$ cat src/rtl/seq_ram_writer_16x4.sv
// Records one-hot button presses into a 16x4 register memory with a
// registered read port that matches the sequence-ROM read convention.
module seq_ram_writer_16x4 #(
  parameter int ADDR_W = 4,
  parameter int DATA_W = 4
) (
  input  logic              clock,
  input  logic              reset,
  input  logic              clear,
  input  logic              enable,
  input  logic [DATA_W-1:0] botoes,
  input  logic [ADDR_W-1:0] rd_address,
  output logic [DATA_W-1:0] rd_data,
  output logic [ADDR_W:0]   count,
  output logic              write_done,
  output logic              err,
  output logic              full,
  output logic              busy
);

  localparam int DEPTH = 2 ** ADDR_W;

  typedef enum logic [2:0] {
    S_IDLE,
    S_WAIT_PRESS,
    S_WRITE,
    S_ERROR,
    S_WAIT_RELEASE,
    S_FULL
  } state_t;

  state_t              state_q, state_d;
  logic [ADDR_W-1:0]   ptr_q, ptr_d;
  logic [ADDR_W:0]     count_q, count_d;
  logic [DATA_W-1:0]   data_q, data_d;
  logic [DATA_W-1:0]   rd_data_q, rd_data_d;
  logic [DATA_W-1:0]   mem_q [DEPTH];
  logic [DATA_W-1:0]   mem_d [DEPTH];
  logic                mem_we;

  function automatic logic is_one_hot(input logic [DATA_W-1:0] v);
    return (v != '0) && ((v & (v - DATA_W'(1))) == '0);
  endfunction

  always_comb begin
    state_d = state_q;
    ptr_d   = ptr_q;
    count_d = count_q;
    data_d  = data_q;
    mem_we  = 1'b0;

    if (clear) begin
      state_d = S_IDLE;
      ptr_d   = '0;
      count_d = '0;
      data_d  = '0;
    end else begin
      unique case (state_q)
        S_IDLE: begin
          if (enable) state_d = S_WAIT_PRESS;
        end
        S_WAIT_PRESS: begin
          if (!enable) begin
            state_d = S_IDLE;
          end else if (botoes == '0) begin
            state_d = S_WAIT_PRESS;
          end else if (is_one_hot(botoes)) begin
            data_d  = botoes;
            state_d = S_WRITE;
          end else begin
            state_d = S_ERROR;
          end
        end
        S_WRITE: begin
          mem_we  = 1'b1;
          ptr_d   = ptr_q + ADDR_W'(1);
          count_d = count_q + (ADDR_W + 1)'(1);
          // The 16th entry parks the FSM in FULL so count stops at 2**ADDR_W.
          state_d = (count_q == (ADDR_W + 1)'(DEPTH - 1)) ? S_FULL : S_WAIT_RELEASE;
        end
        S_ERROR: begin
          state_d = S_WAIT_RELEASE;
        end
        S_WAIT_RELEASE: begin
          if (botoes == '0) state_d = S_WAIT_PRESS;
        end
        S_FULL: begin
          state_d = S_FULL;
        end
        default: begin
          state_d = S_IDLE;
        end
      endcase
    end
  end

  // Read samples the pre-write contents, so a same-address read returns old data.
  always_comb begin
    rd_data_d = mem_q[rd_address];
    for (int i = 0; i < DEPTH; i++) begin
      mem_d[i] = mem_q[i];
    end
    if (mem_we) begin
      mem_d[ptr_q] = data_q;
    end
  end

  always_ff @(posedge clock) begin
    if (reset) begin
      state_q   <= S_IDLE;
      ptr_q     <= '0;
      count_q   <= '0;
      data_q    <= '0;
      rd_data_q <= '0;
      for (int i = 0; i < DEPTH; i++) begin
        mem_q[i] <= '0;
      end
    end else begin
      state_q   <= state_d;
      ptr_q     <= ptr_d;
      count_q   <= count_d;
      data_q    <= data_d;
      rd_data_q <= rd_data_d;
      for (int i = 0; i < DEPTH; i++) begin
        mem_q[i] <= mem_d[i];
      end
    end
  end

  assign rd_data    = rd_data_q;
  assign count      = count_q;
  assign write_done = (state_q == S_WRITE);
  assign err        = (state_q == S_ERROR);
  assign full       = (state_q == S_FULL);
  assign busy       = (state_q != S_IDLE) && (state_q != S_FULL);

endmodule

$ cat config.mk
export PLATFORM = sky130hd
export DESIGN_NAME = seq_ram_writer_16x4
export DESIGN_NICKNAME = d
export VERILOG_FILES = /design/src/rtl/seq_ram_writer_16x4.sv
export SDC_FILE = /design/constraint.sdc
export NUM_CORES = 1
export LEC_CHECK = 0
export ABC_AREA = 1
export BUFFER_PORTS_ARGS = -buffer_cell sky130_fd_sc_hd__buf_2
export CAP_MARGIN = 25
export CORE_ASPECT_RATIO = 2
export CORE_MARGIN = 5
export CORE_UTILIZATION = 45
export CTS_CLUSTER_SIZE = 12
export DETAILED_ROUTE_END_ITERATION = 8
export SLEW_MARGIN = 0
export SYNTH_ARGS = -nofsm -noshare
export SYNTH_HDL_FRONTEND = slang
export SYNTH_SLANG_ARGS = --single-unit
$ cat constraint.sdc
create_clock -name clock -period 1.8 [get_ports clock]
set_input_delay 0.36 -clock clock [delete_from_list [all_inputs] [get_ports clock]]
set_output_delay 0.36 -clock clock [all_outputs]
set_load 0.005 [all_outputs]
## Word level (Yosys, flattened, before mapping)

Memory sizes are Yosys's and may differ from the RTL's. A register that Yosys moved wholly into a read port is not among the register bits.
Cells that the tools add are included.

- Add/sub/neg operators: 3
- Order comparisons: 2
- Eq/ne operators: 9
- Mux-type cells: 32
- Bitwise operators: 19
- Reductions and logical operators: 11

Operators with widths:

| operator | number |
|---|---|
| 2-to-1 mux 4 bit | 17 |
| bitwise mux 64 bit | 1 |
| 2-to-1 mux 64 bit | 1 |
| one-hot mux 3 bit (6 select lines) | 1 |
| demux 4 bit (select 4 bit) | 1 |
| OR 1 bit | 16 |
| zero test 4 bit | 2 |
| 2-to-1 mux 1 bit | 7 |
| equality test 3 x 2 -> 1 bit (second input constant) | 2 |
| equality test 3 bit (second input constant) | 2 |
| 2-to-1 mux 3 bit | 2 |
| adder 5 x 1 -> 5 bit (second input constant) | 1 |
| equality test 5 x 4 -> 1 bit (second input constant) | 1 |
| >= comparator 5 bit (second input constant) | 1 |
| less-than comparator 5 x 1 -> 1 bit (second input constant) | 1 |
| inverter 4 -> 5 bit | 1 |
| adder 4 x 1 -> 4 bit (second input constant) | 1 |
| bitwise AND 4 bit | 1 |
| 2-to-1 mux 2 bit | 2 |
| != test 2 bit (second input constant) | 2 |
| AND reduction 4 bit | 1 |
| nonzero test 4 bit | 1 |
| subtractor 4 x 1 -> 4 bit (second input constant) | 1 |
| equality test 3 x 1 -> 1 bit (second input constant) | 1 |
| 7 further kinds | 9 |

- Register bits: 16
- Bits in writable memories: 64
- Input port bits: 12
- Word-level logic and storage cells: 81
- Memories: 1

Memory list:

| memory | words | bits a word | read ports | clocked after memory_dff | wr ports | RTL line | text |
|---|---|---|---|---|---|---|---|
| mem_q | 16 | 4 | 17 | 1 | 16 | 37 | `logic [DATA_W-1:0] mem_q [DEPTH];` |

## Longest topological paths before layout

Gate-level depths: netlist (run 1).

- Depth in word-level cells: 8
- Mapped depth: 9
- Mapped depth without buffers: 8

## Least setup slack after synthesis (run 1)

No wires, ideal clock.

- Path kind: register to register
- From: register state_q[1]
- To: memory mem_q[10][3]
- Library setup time: 116 ps
- Arrival time: 1181 ps
- Data required time: 1684 ps
- Slack: 503 ps
- Cell stages (with the launch flop): 8
- Path buffers: 0
- Period minus slack after synthesis: 1297 ps
- Cells stage by stage: dfxtp_1 -> nand3_4 -> nor2_8 -> nand2_4 -> nor2_2 -> inv_1 -> nor2_1 -> nor2_1

RTL lines:

| element | RTL line | text |
|---|---|---|
| from (decl) | 32 | `state_t state_q, state_d;` |
| from (signal assigned) | 119 | `state_q <= state_d;` |
| to (decl) | 37 |  |

## Final worst setup path (run 1)

- From: register state_q[0]
- To: output write_done

- Word-level cells in the longest chain between the ends: 1

RTL lines:

| element | RTL line | text |
|---|---|---|
| equality test 3 x 2 -> 1 bit | 132 | `assign write_done = (state_q == S_WRITE);` |
| to (decl) | 15 | `output logic write_done,` |

No other way between the ends.

==> flow_summary.json, run 1 <==
{
  "max_cap_viol_count": 0,
  "synth.mux.area_fraction": 0,
  "start_kind": "flop",
  "overflow": 0,
  "hold_class": "in2reg",
  "ys_types": 25,
  "cts.clk_slew.worst_paths_ns": 0.06,
  "first_global_vias": 3751,
  "rsz0062_at_grt": "false",
  "fmax_ghz": 0.593,
  "clock_power_share": 0.503,
  "synthCells": 603,
  "power_density_nw_per_um2": 917,
  "vias_per_cell": 5.15,
  "avgSynthCellArea_um2": 6.66,
  "fin_tns_setup_ns": 0,
  "die_h_um": 144,
  "num_io_pins": 25,
  "syn-cell-area_um2": 4020,
  "dr.pass1.iters": 4,
  "antenna_cells": 0,
  "yosysSeqAreaShare": 0.419,
  "core.rowCount": 48,
  "slew_headroom": 0.657,
  "p_sw_uw": 892,
  "synthToLayoutAreaGrowth_pct": 14.4,
  "drt_iter0_markers": 201,
  "core_area_um2": 8710,
  "grt_max_degree": 65,
  "start_util": 0.461,
  "synth_compound_area_frac": 0.131,
  "period_share": 0.937,
  "worst_pin_slew_ns": 0.513,
  "dr_total_vias": 3752,
  "p_sw_frac": 0.212,
  "drv_slew": 0,
  "synthTopCellsByArea": "dfxtp_1 (42%), nor2_1 (12%), nand2_1 (10%)",
  "ctsRootBufferMaster": "clkbuf_16",
  "synth_fa_ha_area_frac": 0.0187,
  "synth-simple-area-share": 0.335,
  "cp_max_fo": 10,
  "worst-r2r-cell-count": 8,
  "seq_power_share": 0.444,
  "required_ns": 1.44,
  "h-tree-depth": 3,
  "worstSkewPairLatency_ns": 0.34,
  "setup_viol": 0,
  "ys_warn_count": 0,
  "antenna_found_initial": 0,
  "ir_drop_mv": 0.487,
  "route.detailed.drc": 0,
  "cts_buffers": 9,
  "final_util": 0.528,
  "power_frac_comb": 0.053,
  "synthDominantCellAreaShare": 0.419,
  "cts_max_path_buffers": 2,
  "synth_xor_area_frac": 0,
  "status": "finished clean",
  "hold_depth": 2,
  "syn_nets": 621,
  "cts_tree": "done",
  "grt_pass1_wl_mm": 17.5,
  "clock_skew_ns": 0.00576,
  "io_buffers": 24,
  "fin_crit_ns": 1.69,
  "yosys_register_bits": 84,
  "yosysTopAreaCell": "dfxtp_1",
  "place.gp.congestion": 0.849,
  "cp.arrival_ns": 1.33,
  "crit_type": "reg2out",
  "fin_nets": 642,
  "internal-power_mw": 3.32,
  "avgRoutedWirePerCell_um": 14.4,
  "final_antenna_net_count": 0,
  "drive_gt1_frac": 0.123,
  "end_kind": "output pin",
  "post_cts_buffers": 0,
  "track_usage": 0.199,
  "p_leak_nw": 2.15,
  "routed_wl_mm": 10.5,
  "synth_top_family_by_area": "simple AND/OR/NAND/NOR gates",
  "clock_sinks": 84,
  "hpwl_mm": 7.68,
  "final-hold-violation-count": 0,
  "chipWidth_um": 76.8,
  "cts_resized": 0,
  "hold_buffers": 0,
  "dieArea_um2": 11000
}
-- path summary, 6_finish.rpt --
path	startpoint	endpoint	slack, ns
max	state_q[0]	write_done	0.11
max reg2reg	state_q[2]	mem_q[9][1]	0.23
min	reset	rd_data[2]	0.30
min reg2reg	mem_q[7][1]	mem_q[7][1]	0.45
-- Yosys cell counts (all sizes together) --
cell	n
clkbuf	12
nor3	5
buf	13
o21ai	69
a21oi	32
nand2	110
dfxtp	84
inv	75
nand3	49
o22ai	1
clkinv	1
a31oi	1
nor3b	1
nand4	5
nor2	138
o21a	1
ha	6
-- layer usage --
metal | share of wire | vias up | track usage
met2 | 0.55 | 66 | 0.377
met5 | 0 | - | 0
met1 | 0.40 | 1741 | 0.213
met4 | 0.013 | 0 | 0.0912
li1 | - | 1934 | -
met3 | 0.035 | 11 | 0.0282
-- state kept, by name (all words and copies together) (netlist names) --
name     count
state_q      3
mem_q       64
rd_data      4
ptr_q        4
count        5
data_q       4
-- placed cells by master (no fill, tap or decap), drive strengths merged --
master    instances
nor2            138
clkinvlp          1
a31oi             1
nor3b             1
a21oi            32
nor3              5
inv              75
o21a              1
o21ai            69
nand3            49
nand2           110
dfxtp            84
bufinv            3
buf              35
ha                6
clkbuf           10
nand4             5
clkinv            2
o22ai             1
-- layout make-up --
cell class	instances	area, um^2
fill	857	4110
multi-input combinational	418	1950
sequential	84	1680
inverter	76	289
clock buffer	10	239
timing repair buffer	35	215
tap	100	125
clock inverter	5	100
-- power groups by stage --
stage	clock (mW)	combinational, mW	sequential [mW]
2_1_floorplan	0	0.144	1.91
3_3_place_gp	0	0.222	1.91
3_5_place_dp	0	0.223	1.91
4_1_cts	2.14	0.224	1.87
5_1_grt	2.22	0.252	1.87
6_report	2.12	0.223	1.87
-- cell families after synthesis --
kind of cell,Yosys count
fa+ha+maj,6
buf+inv,101
simple gates,308
compound gates,104
flops,84
-- critical path, stage by stage (launching register included) --
cell	delay, ns
dfxtp_1	0.38
inv_1	0.10
nand3_4	0.18
clkinvlp_4	0.18
buf_2	0.15
-- through the flow --
stage                     hold WS [ns]  setup WS (ns)  std cells  power [mW]  area [um^2]
after global placement           0.440          0.210        713        2.14         4250
after detailed placement         0.442          0.213        713        2.14         4250
after floorplan                  0.429          0.503        603        2.06         4020
after CTS                        0.292         0.0650        728        4.24         4590
final                            0.297          0.114        728        4.21         4600
after global routing             0.310         0.0278        728        4.34         4600
Power figures use the tool's default switching activity.
==> inputs of run 2 (changes only) <==
CORE_MARGIN = not set   (was 5)
SLEW_MARGIN = 15   (was 0)
clock period = 1.4 ns   (was 1.8 ns; I/O delays follow)
==> flow_summary.json, run 2 (synthesized netlist as in run 1, its figures left out) <==
{
  "seq_power_share": 0.488,
  "ir_drop_mv": 0.732,
  "die_h_um": 136,
  "path_buf_inv": 2,
  "hpwl_mm": 7.49,
  "h-tree-depth": 3,
  "antenna_cells": 0,
  "cp_max_fo": 5,
  "max_cap_viol_count": 0,
  "end_kind": "output pin",
  "power_density_nw_per_um2": 1020,
  "dieArea_um2": 9330,
  "path_cells": "buf_6 > nor2_2 > a21oi_2 > buf_2",
  "p_leak_nw": 2.24,
  "avgRoutedWirePerCell_um": 14.2,
  "worstSkewPairLatency_ns": 0.34,
  "clock_power_share": 0.446,
  "cts_max_path_buffers": 2,
  "place_area_um2": 4410,
  "fin_nets": 663,
  "fin_crit_ns": 1.43,
  "grt_pass1_wl_mm": 17.3,
  "violations": "setup timing",
  "place.gp.congestion": 0.825,
  "vias_per_cell": 5.20,
  "dr_total_vias": 3899,
  "largest_register_ffs": 64,
  "period_share": 1.02,
  "core_area_um2": 8650,
  "internal-power_mw": 3.77,
  "cts_buffers": 9,
  "hold_buffers": 0,
  "worst_pin_slew_ns": 0.279,
  "final_cell_mix": "nor2_1 (122), nand2_1 (102), dfxtp_1 (80), o21ai_0 (69), inv_1 (66)",
  "clock_skew_ns": 0.00693,
  "p_sw_frac": 0.236,
  "antenna_found_initial": 0,
  "ctsRootBufferMaster": "clkbuf_16",
  "required_ns": 1.12,
  "setup_viol": 8,
  "slew_headroom": 0.814,
  "fmax_ghz": 0.697,
  "rsz0062_at_grt": "true",
  "first_global_vias": 3646,
  "final_util": 0.561,
  "multi_input_area_um2": 2050,
  "final_common_cell": "nor2_1",
  "start_kind": "flop",
  "power_frac_comb": 0.066,
  "slowest_delay_ns": 0.32,
  "p_sw_mw": 1.16,
  "clock_sinks": 84,
  "cts.clk_slew.worst_paths_ns": 0.06,
  "drive_gt1_frac": 0.175,
  "final_antenna_net_count": 0,
  "slowest_stage": "dfxtp_2",
  "track_usage": 0.250,
  "cts_tree": "done",
  "status": "finished, violations left",
  "drv_slew": 0,
  "cp.arrival_ns": 1.15,
  "final-hold-violation-count": 0,
  "max_flop_register": "mem_q",
  "synthToLayoutAreaGrowth_pct": 20.7,
  "route.detailed.drc": 0,
  "seq_area_um2": 1690,
  "crit_family": "flip-flops",
  "crit_type": "reg2out",
  "fin_area_um2": 4850,
  "routed_wl_mm": 10.6,
  "io_buffers": 24,
  "grt_max_degree": 65,
  "chipWidth_um": 68.8,
  "start_util": 0.465,
  "hold_class": "in2reg",
  "core.rowCount": 48,
  "overflow": 0,
  "dr.pass1.iters": 5,
  "num_io_pins": 25,
  "drt_iter0_markers": 214,
  "finalWorstSetupSlack_ns": -0.0346,
  "nFillCells": 868
}
## run 2: cell types whose count changed in the layout (fill, tap and decap cells not counted), sizes merged
cell	previous run	this run
buf	35	56
bufinv	3	0
clkbuf	10	12
clkinvlp	1	2
clkinv	2	3
## run 2: layout make-up
| class | count | share of cell area |
|---|---|---|
| Clock buffer | 12 | 0.0508 |
| Multi-Input combinational cell | 418 | 0.422 |
| Timing Repair Buffer | 56 | 0.0875 |
| Inverter | 76 | 0.0604 |
| Sequential cell | 84 | 0.348 |
| Tap cell | 100 | 0.0258 |
| Clock inverter | 4 | 0.00516 |
## run 2: worst paths after layout
path         cells after the start  slack [ns]            to        start
min reg2reg                      2        0.45   mem_q[7][0]  mem_q[7][0]
min                              2        0.19    rd_data[0]        reset
max                              4       -0.03          busy   state_q[1]
max reg2reg                      8       -0.02  mem_q[13][3]   state_q[1]
## run 2: stage by stage
step	total power [mW]	setup TNS [ns]	setup WS, ns	hold slack (ns)	cells
final	4.93	-0.100	-0.0346	0.187	750
after floorplan	2.65	0	0.103	0.349	603
after detailed placement	2.77	-0.00874	-0.00874	0.444	729
after global routing	5.09	-4.27	-0.116	0.202	750
after global placement	2.77	0	0.0372	0.441	729
after CTS	4.95	-0.129	-0.0627	0.183	748
## run 2: power by group through the flow
stage                     clock network [mW]  logic [mW]  registers, mW
after floorplan                            0       0.185           2.46
after global placement                     0       0.311           2.46
after detailed placement                   0       0.313           2.46
after CTS                               2.23       0.319           2.41
after global routing                    2.32       0.362           2.41
final                                   2.20       0.327           2.41
## run 2: worst reg2reg max path, delay by kind of cell, from the launching register on
| kind | cells | cell delay, ns |
|---|---|---|
| flops | 1 | 0.33 |
| simple gates | 6 | 0.81 |
| buf+inv | 2 | 0.18 |
## run 2: routing by layer
metal | GRT usage | up-vias | share of wire
met5 | 0 | - | 0
met4 | 0.122 | 0 | 0.034
met3 | 0.0379 | 29 | 0.035
met2 | 0.443 | 93 | 0.53
met1 | 0.277 | 1795 | 0.40
li1 | - | 1982 | -
## run 2: repair_timing
| action | CTS | global route |
|---|---|---|
| buffers inserted | 3 | 2 |
| resized for setup | 18 | 17 |
| setup endpoints to repair | 6 | 70 |
| gates cloned | 0 | 0 |
| pin swaps | 3 | 4 |
==> inputs of run 3 (changes only) <==
ABC_CLOCK_PERIOD_IN_PS = 1400   (was not set)
CORE_UTILIZATION = 40   (was 45)
==> flow_summary.json, run 3 (synthesized netlist as in run 1, its figures left out) <==
{
  "status": "finished, violations left",
  "violations": "setup timing",
  "slew_headroom": 0.801,
  "hpwl_mm": 7.83,
  "start_kind": "flop",
  "place.gp.congestion": 0.850,
  "clock_sinks": 84,
  "drt_iter0_markers": 277,
  "setup_viol": 64,
  "antenna_cells": 0,
  "dieArea_um2": 10500,
  "worst_pin_slew_ns": 0.299,
  "ctsRootBufferMaster": "clkbuf_16",
  "start_util": 0.412,
  "largest_register_ffs": 64,
  "worst-r2r-cell-count": 8,
  "dr_total_vias": 4037,
  "final_cell_mix": "nand2_1 (103), nor2_1 (97), dfxtp_1 (80), inv_1 (58), o21ai_0 (53)",
  "crit_type": "reg2out",
  "r2r_setup_slack_ns": -0.09,
  "h-tree-depth": 3,
  "route.met2.wl_mm": 6.32,
  "cts.clk_slew.worst_paths_ns": 0.06,
  "chipWidth_um": 72.9,
  "worstSetupStartpoint": "state_q[2]",
  "routed_wl_mm": 11.5,
  "first_global_vias": 3871,
  "end_kind": "output pin",
  "fin_cells": 798,
  "period_share": 1.07,
  "avgRoutedWirePerCell_um": 14.4,
  "slowest_delay_ns": 0.33,
  "drive_gt1_frac": 0.258,
  "slowest_stage": "dfxtp_2",
  "final_antenna_net_count": 0,
  "required_ns": 1.12,
  "whs_ns": 0.207,
  "dr.pass1.iters": 5,
  "cp_max_fo": 9,
  "fmax_ghz": 0.665,
  "vias_per_cell": 5.06,
  "nFillCells": 952,
  "crit_family": "buffers and inverters",
  "path_cells": "inv_2 > nand3_4 > buf_4 > clkinv_4 > buf_6",
  "rsz0062_at_grt": "true",
  "fin_crit_ns": 1.50,
  "final_common_cell": "nand2_1",
  "core_area_um2": 9760,
  "final_util": 0.543,
  "final-hold-violation-count": 0,
  "routed.top_layer": "met4",
  "die_h_um": 144,
  "reg2reg_to": "mem_q[9][0]",
  "wl_met1_mm": 4.39,
  "drv_slew": 0,
  "synthToLayoutAreaGrowth_pct": 32.0,
  "max_cap_viol_count": 0,
  "power_density_nw_per_um2": 1060,
  "crit_cells": 5,
  "regToRegStartpoint": "state_q[2]",
  "p_leak_nw": 2.33,
  "multi_input_area_um2": 2210,
  "seq_area_um2": 1690,
  "hold_class": "in2reg",
  "max_flop_register": "mem_q",
  "worstSkewPairLatency_ns": 0.34,
  "ir_drop_mv": 0.636,
  "io_buffers": 24,
  "finalWorstSetupSlack_ns": -0.104,
  "cts_tree": "done",
  "fin_nets": 679,
  "pre_cts_ws_ns": -0.0289,
  "fin_tns_setup_ns": -2.68,
  "grt_max_degree": 37,
  "path_buf_inv": 4,
  "wl_met3_um": 330,
  "cp.arrival_ns": 1.22,
  "grt_pass1_wl_mm": 18.1,
  "antenna_found_initial": 0,
  "overflow": 0,
  "track_usage": 0.228,
  "core.rowCount": 51,
  "cts_max_path_buffers": 2,
  "cp-endpoint": "write_done",
  "clock_skew_ns": 0.00464,
  "dp_cells": 763,
  "num_io_pins": 25,
  "cts_buffers": 9,
  "route.detailed.drc": 0
}
==> run 3: cell count changes in the layout (fill, tap and decap cells not counted), sizes merged <==
cell	delta
clkbuf	+1
buf	+16
clkinvlp	-2
clkinv	-2
bufinv	+3
==> run 3: metrics by stage <==
stage	cell area (um^2)	total power, mW
2_1_floorplan	4020	2.65
3_3_place_gp	4470	2.78
3_5_place_dp	4470	2.78
4_1_cts	4980	5.66
5_1_grt	5310	5.78
6_report	5310	5.64
==> run 3: worst reg2reg max path, stage by stage (launching register included) <==
cell     delay, ns
dfxtp_2       0.33
inv_2         0.10
nand3_4       0.12
nor2_8        0.28
nand2_8       0.12
nor2_4        0.19
buf_6         0.13
o21ai_0       0.07
nor2_1        0.09
==> run 3: what timing repair did <==
action	4_1_cts	5_1_grt
pin swaps	3	28
hold buffers	0	0
setup endpoints to repair	19	74
gates resized for setup	26	85
setup buffers	8	12
==> run 3: how the worst min path moves through the flow <==
stage	depth (start not counted)	slack, ns	to	startpoint
after detailed placement	2	0.45	mem_q[7][3]	mem_q[7][3]
after global routing	2	0.22	rd_data[3]	reset
after global placement	2	0.44	mem_q[11][0]	mem_q[11][0]
after floorplan	1	0.35	rd_data[0]	reset
final	2	0.21	rd_data[0]	reset
after CTS	2	0.20	rd_data[0]	reset
==> run 3: layout make-up <==
cell class | instances | area share
Multi-Input combinational cell | 418 | 0.417
Timing Repair Buffer | 72 | 0.109
Clock inverter | 3 | 0.0170
Tap cell | 132 | 0.0311
Inverter | 76 | 0.0557
Clock buffer | 13 | 0.0528
Sequential cell | 84 | 0.318
==> run 3: where the power goes <==
group	switching, mW	internal (mW)
registers	0.00397	2.40
clock network	0.951	1.94
logic	0.213	0.135
total	1.17	4.47
==> run 3: routing by layer <==
metal | vias up | global-route usage
met2 | 86 | 0.420
met4 | 0 | 0.144
met3 | 31 | 0.0372
met5 | - | 0
met1 | 1900 | 0.230
li1 | 2020 | -
